## config.mk

```make
export PLATFORM = sky130hd
export DESIGN_NAME = seq_detect_ctrl_flat
export DESIGN_NICKNAME = d
export VERILOG_FILES = /design/src/rtl/seq_detect_ctrl_if.sv /design/src/rtl/seq_detect_ctrl.sv /design/src/flat_wrapper.sv
export SDC_FILE = /design/constraint.sdc
export NUM_CORES = 1
export LEC_CHECK = 0
export BUFFER_PORTS_ARGS = -buffer_cell sky130_fd_sc_hd__buf_2
export CORE_ASPECT_RATIO = 0.8
export CORE_MARGIN = 3
export CORE_UTILIZATION = 45
export DETAILED_ROUTE_END_ITERATION = 8
export PLACE_DENSITY = 0.66
export SLEW_MARGIN = 10
export SYNTH_ARGS = -nofsm -noshare
export SYNTH_HDL_FRONTEND = slang
export SYNTH_SLANG_ARGS = --single-unit
```

## constraint.sdc

```tcl
create_clock -name clk -period 2.6 [get_ports clk]
set_clock_uncertainty 0.2 [all_clocks]
set_input_delay 0.13 -clock clk [delete_from_list [all_inputs] [get_ports clk]]
set_output_delay 0.13 -clock clk [all_outputs]
set_load 0.005 [all_outputs]
```

## src/rtl/seq_detect_ctrl_if.sv

```systemverilog
// Serial bit-stream handshake between a bit source (master) and the
// pattern detector (slave).
interface seq_detect_ctrl_if;
  logic in_valid;
  logic in_bit;
  logic in_ready;

  modport master (output in_valid, output in_bit, input in_ready);
  modport slave  (input in_valid, input in_bit, output in_ready);
endinterface

```

## src/rtl/seq_detect_ctrl.sv

```systemverilog
// Programmable serial-pattern detector: run-time pattern of 1..MAX_LEN bits,
// overlapping or non-overlapping matching, match counting and threshold halt.
module seq_detect_ctrl #(
  parameter int MAX_LEN = 8,
  parameter int CNT_W   = 8,
  parameter int LEN_W   = $clog2(MAX_LEN) + 1
) (
  input  logic               clk,
  input  logic               rst_n,
  input  logic               cfg_we,
  input  logic [MAX_LEN-1:0] cfg_pattern,
  input  logic [LEN_W-1:0]   cfg_len,
  input  logic               cfg_overlap,
  input  logic [CNT_W-1:0]   cfg_threshold,
  input  logic               start,
  input  logic               stop,
  seq_detect_ctrl_if.slave   stream,
  output logic               match,
  output logic [CNT_W-1:0]   match_count,
  output logic               irq,
  output logic               busy,
  output logic               cfg_err
);

  typedef enum logic [1:0] {
    IDLE = 2'd0,
    RUN  = 2'd1,
    HALT = 2'd2
  } state_t;

  state_t             state, state_next;
  logic [MAX_LEN-1:0] pattern_q, pattern_next;
  logic [LEN_W-1:0]   len_q, len_next;
  logic               overlap_q, overlap_next;
  logic [CNT_W-1:0]   threshold_q, threshold_next;
  logic [MAX_LEN-1:0] history, history_next;
  logic [LEN_W-1:0]   fill, fill_next, fill_inc;
  logic [CNT_W-1:0]   count_next, count_inc;
  logic               irq_next, err_next, match_next;
  logic [MAX_LEN:0]   window, len_mask;
  logic               accept, hit, len_legal;

  // The window carries one extra (never compared) bit so every history bit feeds it.
  assign window    = {history, stream.in_bit};
  assign len_mask  = {1'b0, ~({MAX_LEN{1'b1}} << len_q)};
  assign accept    = (state == RUN) && stream.in_valid && !stop;
  assign hit       = accept && ((fill + LEN_W'(1)) >= len_q) &&
                     (((window ^ {1'b0, pattern_q}) & len_mask) == '0);
  assign fill_inc  = (fill == LEN_W'(MAX_LEN)) ? fill : fill + LEN_W'(1);
  assign count_inc = (match_count == '1) ? match_count : match_count + CNT_W'(1);
  assign len_legal = (len_q != '0) && (len_q <= LEN_W'(MAX_LEN));

  assign stream.in_ready = (state == RUN);
  assign busy            = (state == RUN);

  always_comb begin
    state_next     = state;
    pattern_next   = pattern_q;
    len_next       = len_q;
    overlap_next   = overlap_q;
    threshold_next = threshold_q;
    history_next   = history;
    fill_next      = fill;
    count_next     = match_count;
    irq_next       = irq;
    err_next       = cfg_err;
    match_next     = 1'b0;

    case (state)
      IDLE: begin
        if (cfg_we) begin
          pattern_next   = cfg_pattern;
          len_next       = cfg_len;
          overlap_next   = cfg_overlap;
          threshold_next = cfg_threshold;
        end
        if (start && !stop) begin
          if (len_legal) begin
            history_next = '0;
            fill_next    = '0;
            count_next   = '0;
            irq_next     = 1'b0;
            err_next     = 1'b0;
            state_next   = RUN;
          end else begin
            err_next = 1'b1;
          end
        end
      end

      RUN: begin
        if (stop) begin
          history_next = '0;
          fill_next    = '0;
          state_next   = IDLE;
        end else if (accept) begin
          history_next = window[MAX_LEN-1:0];
          fill_next    = fill_inc;
          if (hit) begin
            match_next = 1'b1;
            count_next = count_inc;
            // Non-overlap: the next match must be built from fresh bits only.
            if (!overlap_q) fill_next = '0;
            if ((threshold_q != '0) && (count_inc == threshold_q)) begin
              irq_next   = 1'b1;
              state_next = HALT;
            end
          end
        end
      end

      HALT: begin
        if (stop) begin
          history_next = '0;
          fill_next    = '0;
          state_next   = IDLE;
        end else if (start) begin
          history_next = '0;
          fill_next    = '0;
          count_next   = '0;
          irq_next     = 1'b0;
          state_next   = RUN;
        end
      end

      default: state_next = IDLE;
    endcase
  end

  always_ff @(posedge clk or negedge rst_n) begin
    if (!rst_n) state <= IDLE;
    else        state <= state_next;
  end

  always_ff @(posedge clk or negedge rst_n) begin
    if (!rst_n) begin
      pattern_q   <= '0;
      len_q       <= LEN_W'(1);
      overlap_q   <= 1'b1;
      threshold_q <= '0;
      history     <= '0;
      fill        <= '0;
      match_count <= '0;
      irq         <= 1'b0;
      cfg_err     <= 1'b0;
      match       <= 1'b0;
    end else begin
      pattern_q   <= pattern_next;
      len_q       <= len_next;
      overlap_q   <= overlap_next;
      threshold_q <= threshold_next;
      history     <= history_next;
      fill        <= fill_next;
      match_count <= count_next;
      irq         <= irq_next;
      cfg_err     <= err_next;
      match       <= match_next;
    end
  end

endmodule
```

## src/flat_wrapper.sv

```systemverilog
// flat-port wrapper written by rule: the top's interface ports become plain ports
module seq_detect_ctrl_flat 
#(
  parameter int MAX_LEN = 8,
  parameter int CNT_W   = 8,
  parameter int LEN_W   = $clog2(MAX_LEN) + 1
)
  (clk, rst_n, cfg_we, cfg_pattern, cfg_len, cfg_overlap, cfg_threshold, start, stop, match, match_count, irq, busy, cfg_err, stream_in_valid, stream_in_bit, stream_in_ready);
  seq_detect_ctrl_if stream_i ();
  input  logic clk;
  input  logic rst_n;
  input  logic cfg_we;
  input  logic [MAX_LEN-1:0] cfg_pattern;
  input  logic [LEN_W-1:0] cfg_len;
  input  logic cfg_overlap;
  input  logic [CNT_W-1:0] cfg_threshold;
  input  logic start;
  input  logic stop;
  output logic match;
  output logic [CNT_W-1:0] match_count;
  output logic irq;
  output logic busy;
  output logic cfg_err;
  input wire logic [$bits(stream_i.in_valid)-1:0] stream_in_valid;
  input wire logic [$bits(stream_i.in_bit)-1:0] stream_in_bit;
  output wire logic [$bits(stream_i.in_ready)-1:0] stream_in_ready;
  assign stream_i.in_valid = stream_in_valid;
  assign stream_i.in_bit = stream_in_bit;
  assign stream_in_ready = stream_i.in_ready;
  seq_detect_ctrl #(.MAX_LEN(MAX_LEN), .CNT_W(CNT_W), .LEN_W(LEN_W)) u_core (.clk(clk), .rst_n(rst_n), .cfg_we(cfg_we), .cfg_pattern(cfg_pattern), .cfg_len(cfg_len), .cfg_overlap(cfg_overlap), .cfg_threshold(cfg_threshold), .start(start), .stop(stop), .stream(stream_i), .match(match), .match_count(match_count), .irq(irq), .busy(busy), .cfg_err(cfg_err));
endmodule
```

* After elaboration in Yosys (flattened, before gate mapping)
Cells that the tools add are included.
** Word-level totals
- Logic and storage cells :: 101
- Register bits :: 46
- Bits of input ports :: 28
- Output and inout bits :: 13
** Cells by class
- Shift operators :: 1
- Equal/unequal tests :: 17
- Bitwise operators :: 3
- Reductions and logical operators :: 19
- Add/sub/neg operators :: 2
- Muxes and demuxes :: 46
- Magnitude comparators :: 2
** Operators by type and width (number)
- 8-bit 2-to-1 mux :: 11
- 8-bit one-hot mux with 3 select lines :: 2
- 4-bit 2-to-1 mux :: 9
- 2-bit 2-to-1 mux :: 8
- 1-bit 2-to-1 mux :: 13
- 4-bit one-hot mux with 3 select lines :: 1
- 2-bit by 1-bit != test with 1-bit output, second input constant :: 5
- 9-bit by 8-bit AND with 9-bit output :: 1
- 9-bit zero test :: 1
- 3-bit by 2-bit != test with 1-bit output, second input constant :: 3
- 9-bit AND reduction :: 1
- 9-bit by 8-bit XOR with 9-bit output :: 1
- 8-bit by 1-bit adder with 8-bit output, second input constant :: 1
- 8-bit == test :: 1
- 8-bit == test, second input constant :: 1
- 8-bit inverter :: 1
- 8-bit AND reduction :: 1
- 8-bit nonzero test :: 1
- 8-bit by 4-bit left shift with 8-bit output, first input constant :: 1
- 1-bit logical AND :: 7
- 2-bit != test, second input constant :: 3
- 2-bit one-hot mux with 3 select lines :: 1
- 6-bit AND reduction :: 1
- 5-bit AND reduction :: 1
- 13 further kinds :: 14

* Depth between registers and ports, before layout
- Word-level depth :: 9
- Depth in mapped cells :: 11
- Depth with buffers taken out :: 10

* Worst setup path after synthesis
Ideal clock, no wire load.
- Path kind :: register to register
- Start point :: register u_core.match_count[1]
- End point :: register u_core.state[0]
- Period minus slack after synthesis :: 2.423 ns
- Cell stages (with the launch flop) :: 9
- Required time :: 2.264 ns
- Path buffers :: 0
- Setup time :: 0.136 ns
- Arrival time :: 2.087 ns
- Path slack :: 0.177 ns
- Path through :: dfrtp_1 > ha_1 > and3_4 > or4b_4 > o21ai_2 > xor2_1 > o2111ai_1 > nor4_2 > o31ai_1
** Between the ends
- Word-level cells in the longest chain between the ends :: 6
- Elaborated cells on any way between the ends :: 7
- Classes of those cells :: add/sub: 1; eq/ne: 3; mux: 1; reduce/logical: 2
** RTL lines
- from (decl) :: line seq_detect_ctrl.sv:19 : output logic [CNT_W-1:0] match_count,
- from (signal assigned) :: line seq_detect_ctrl.sv:154 : match_count <= count_next;
- 8-bit by 1-bit adder with 8-bit output / 8-bit == test (equally long branches) :: line seq_detect_ctrl.sv:50 : assign count_inc = (match_count == '1) ? match_count : match_count + CNT_W'(1);
- 8-bit 2-to-1 mux (*) :: line seq_detect_ctrl.sv:50
- 8-bit == test (*) :: line seq_detect_ctrl.sv:104 : if ((threshold_q != '0) && (count_inc == threshold_q)) begin
- 1-bit logical AND (*) :: line seq_detect_ctrl.sv:104
- 3-bit by 2-bit != test with 1-bit output (no source line) (*)
- 6-bit AND reduction (no source line) (*)
- to (signal assigned) :: line seq_detect_ctrl.sv:132 : else state <= state_next;
- to (decl) :: line seq_detect_ctrl.sv:31 : state_t state, state_next;
Every way passes the cells marked *; elsewhere a longest branch is shown, timed or not.
A chain may end at the register's enable or synchronous reset.

* Worst setup path after layout
- Start point :: register u_core.fill[0]
- End point :: register u_core.match_count[7]
** Between the ends
- Word-level cells in the longest chain between the ends :: 6
** RTL lines
- from (decl) :: line seq_detect_ctrl.sv:37 : logic [LEN_W-1:0] fill, fill_next, fill_inc;
- from (signal assigned) :: line seq_detect_ctrl.sv:153 : fill <= fill_next;
- 4-bit by 1-bit adder with 4-bit output :: line seq_detect_ctrl.sv:47 : assign hit = accept && ((fill + LEN_W'(1)) >= len_q) &&
- 4-bit >= comparator :: line seq_detect_ctrl.sv:47
- 1-bit logical AND (2 in a row) :: line seq_detect_ctrl.sv:47
- 2-bit by 1-bit != test with 1-bit output (no source line)
- 8-bit AND reduction (no source line)
Every way passes these cells.

==> flow_summary.ini <==
[floorplan]
num_rows = 24
core_um2 = 5560
fp.dieW_um = 91.7
ios = 41
start_util = 0.475
dieHeight_um = 74.5
die_area_um2 = 6830

[timing]
period_needed_ps = 2430
slew_headroom = 0.651
fin_tns_setup_ps = 0
tightestPinTransition_ps = 523
finalSetupViolCount = 0
finalMaxSlewViolations = 0
max_freq_ghz = 0.412
rsz0062_at_grt = no
hold_viol_final = 0
fin_crit_sh = 0.934

[global_route]
grt_max_degree = 32
grt_pass1_vias = 2241
grt_antenna_before_repair = 0
overflow = 0
grt_pass1_wl_um = 10700
grt.total_usage = 0.202

[route]
dr.pass1.iters = 4
wl_um = 6570
ant_nets = 0
avgViaCountPerCell = 5.39
avgRoutedWirePerCell_um = 15.1
drc = 0
drt_iter0_drc = 203
route.vias.total = 2345

[final_layout]
final_common_cell = dfrtp_1
drive_gt1_frac = 0.252
layout.nets = 392
multi_input_area_um2 = 1390
area_delta_synth_final_pct = 25.4
nFillCells = 509
mostFrequentLayoutCells = 43 x dfrtp_1, 40 x buf_2, 32 x nand2_1
diodes = 0
seq_area_um2 = 1130

[worst_setup_path]
ff2ff_path_depth = 11
reg2reg_slack_ps = 170
critPathMaxFanout = 12
r2r-start = u_core.fill[0]
critPathCaptureType = register
arrival_ps = 2430
worstPathRequired_ps = 2600
r2r_end = u_core.match_count[7]
path_class = reg2reg
worstSetupStartpointType = register

[worst_hold_path]
hold_path.class = in2async

[clock_network]
htree_levels = 2
path_clk_slew_ps = 80
root_buffer = clkbuf_8
clock_sinks = 45
cts_tree = built
clk-insertion-delay-late_ps = 300
cts_buffers = 5
clk_path_buf_depth = 2

[power]
p_int_mw = 1.32
clkPwrFrac = 0.226
static-leakage-power_nw = 1.51
total_power_mw = 1.97
switching_share = 0.334
p_sw_mw = 0.659
power_density_nw_per_um2 = 596
irDropWorstVdd_v = 0.000335
pwr-share-seq = 0.465
power_frac_comb = 0.309

[synth]
syn-num-nets = 320
synth_enable_flop_cells = 0
avgSynthCellArea_um2 = 9.27
ys_types = 52
yosys_warnings = 0
yosysSeqAreaShare = 0.427
synth_ff_type = dfrtp_1
ys_ff_latch = 45
syn_area_um2 = 2640
syn_inst = 285
async_reset_ff_frac = 1.00

[outcome]
outcome = complete, no violations

[placed_design]
io_buffer_count = 40
gp_congestion = 0.923
place_hpwl_um = 4790

[run]
maxCapViolations = 0
metrics by stage:
step	instance area (µm²)	utilization	setup WS, ps	std cells	hold slack (ps)
after global placement	2970	0.534	208	402	-132
final	3310	0.596	172	435	62.2
after floorplan	2640	-	177	285	-366
after detailed placement	2970	0.534	175	402	-129
after global routing	3310	0.596	1.80	435	106
after CTS	3290	0.593	166	433	76.0
registers in the layout (all words and copies together), names as in the netlist:
| name | cells |
|---|---|
| u_core.match_count | 8 |
| u_core.pattern_q | 8 |
| u_core.threshold_q | 8 |
| u_core.history | 7 |
| u_core.fill | 4 |
| u_core.len_q | 4 |
| u_core.state | 2 |
| u_core.cfg_err | 1 |
| u_core.irq | 1 |
| u_core.match | 1 |
| u_core.overlap_q | 1 |
worst max-delay path: stages, from the launching register on:
cell      delay [ps]
dfrtp_1          410
ha_1             210
nand2b_1         160
nand2_1           70
ha_1             210
o21ai_0          140
a21oi_1           50
o2111a_2         310
nor2b_1          120
buf_4            180
nor3_1            60
o21ba_2          190
power groups by stage:
stage	Combinational (mW)	Clock (mW)	Sequential [mW]
3_5_place_dp	0.569	0	0.928
4_1_cts	0.599	0.459	0.915
5_1_grt	0.688	0.484	0.937
6_report	0.611	0.446	0.918
3_3_place_gp	0.568	0	0.925
2_1_floorplan	0.421	0	0.892
layer usage:
layer | routed length [µm] | GRT usage
met4 | 76 | 0.0736
met1 | 3360 | 0.296
met5 | 0 | 0
met3 | 453 | 0.0506
met2 | 2680 | 0.291
how the worst max path moves through the flow:
| stage | startpoint | to | slack [ps] |
|---|---|---|---|
| detailed placement | u_core.fill[0] | u_core.match_count[7] | 180 |
| finish | u_core.fill[0] | u_core.match_count[7] | 170 |
| CTS | u_core.fill[0] | u_core.match_count[7] | 170 |
| floorplan | u_core.match_count[1] | u_core.state[0] | 180 |
| global placement | u_core.fill[0] | u_core.match_count[7] | 210 |
| global route | u_core.fill[0] | u_core.match_count[2] | 2 |
synth_stat cells (all sizes together) (2+ instances only):
cell     instances  share of area
a211oi           3         0.0085
a21o             2         0.0057
a21oi           13          0.025
a22o             2         0.0066
a22oi            2         0.0057
a31oi            3         0.0071
and3             5          0.014
buf             12          0.029
clkbuf           4         0.0057
dfrtp           43           0.41
dfstp            2          0.020
ha               7          0.033
inv             12          0.017
mux2            15          0.064
nand2           32          0.045
nand2b           5          0.012
nand3            8          0.015
nor2            29          0.041
nor2b            5          0.012
nor3             5         0.0095
nor3b            2         0.0095
nor4             4          0.012
o2111ai          2         0.0066
o211ai           2         0.0076
o21a             3         0.0085
o21ai           24          0.047
o22a             3         0.0099
o22ai            4         0.0095
o31ai            4          0.011
xnor2           11          0.036
xor2             3         0.0099
cells by family after synthesis:
| logic type | Yosys count | synth area share |
|---|---|---|
| adders and majority gates | 7 | 0.0332 |
| muxes | 15 | 0.0639 |
| xor gates and xnor gates | 14 | 0.0464 |
| DFF | 45 | 0.427 |
| AOI/OAI and AO/OA | 76 | 0.191 |
| and+or+nand+nor | 100 | 0.186 |
| buffers and inverters | 28 | 0.0521 |
final cells by class:
type | instances | share of cell area
Multi-Input combinational cell | 212 | 0.419
Sequential cell | 45 | 0.341
Tap cell | 78 | 0.0295
Clock buffer | 7 | 0.0261
Inverter | 12 | 0.0136
Timing Repair Buffer | 81 | 0.172
timing repair:
item / 4_1_cts / 5_1_grt
buffers inserted: 0 / 2
endpoints found under the setup margin: 0 / 2
hold endpoints to repair: 37 / 0
resized for setup: 0 / 1
hold buffers: 24 / 0
No activity file was read; power rests on OpenSTA's default activity.
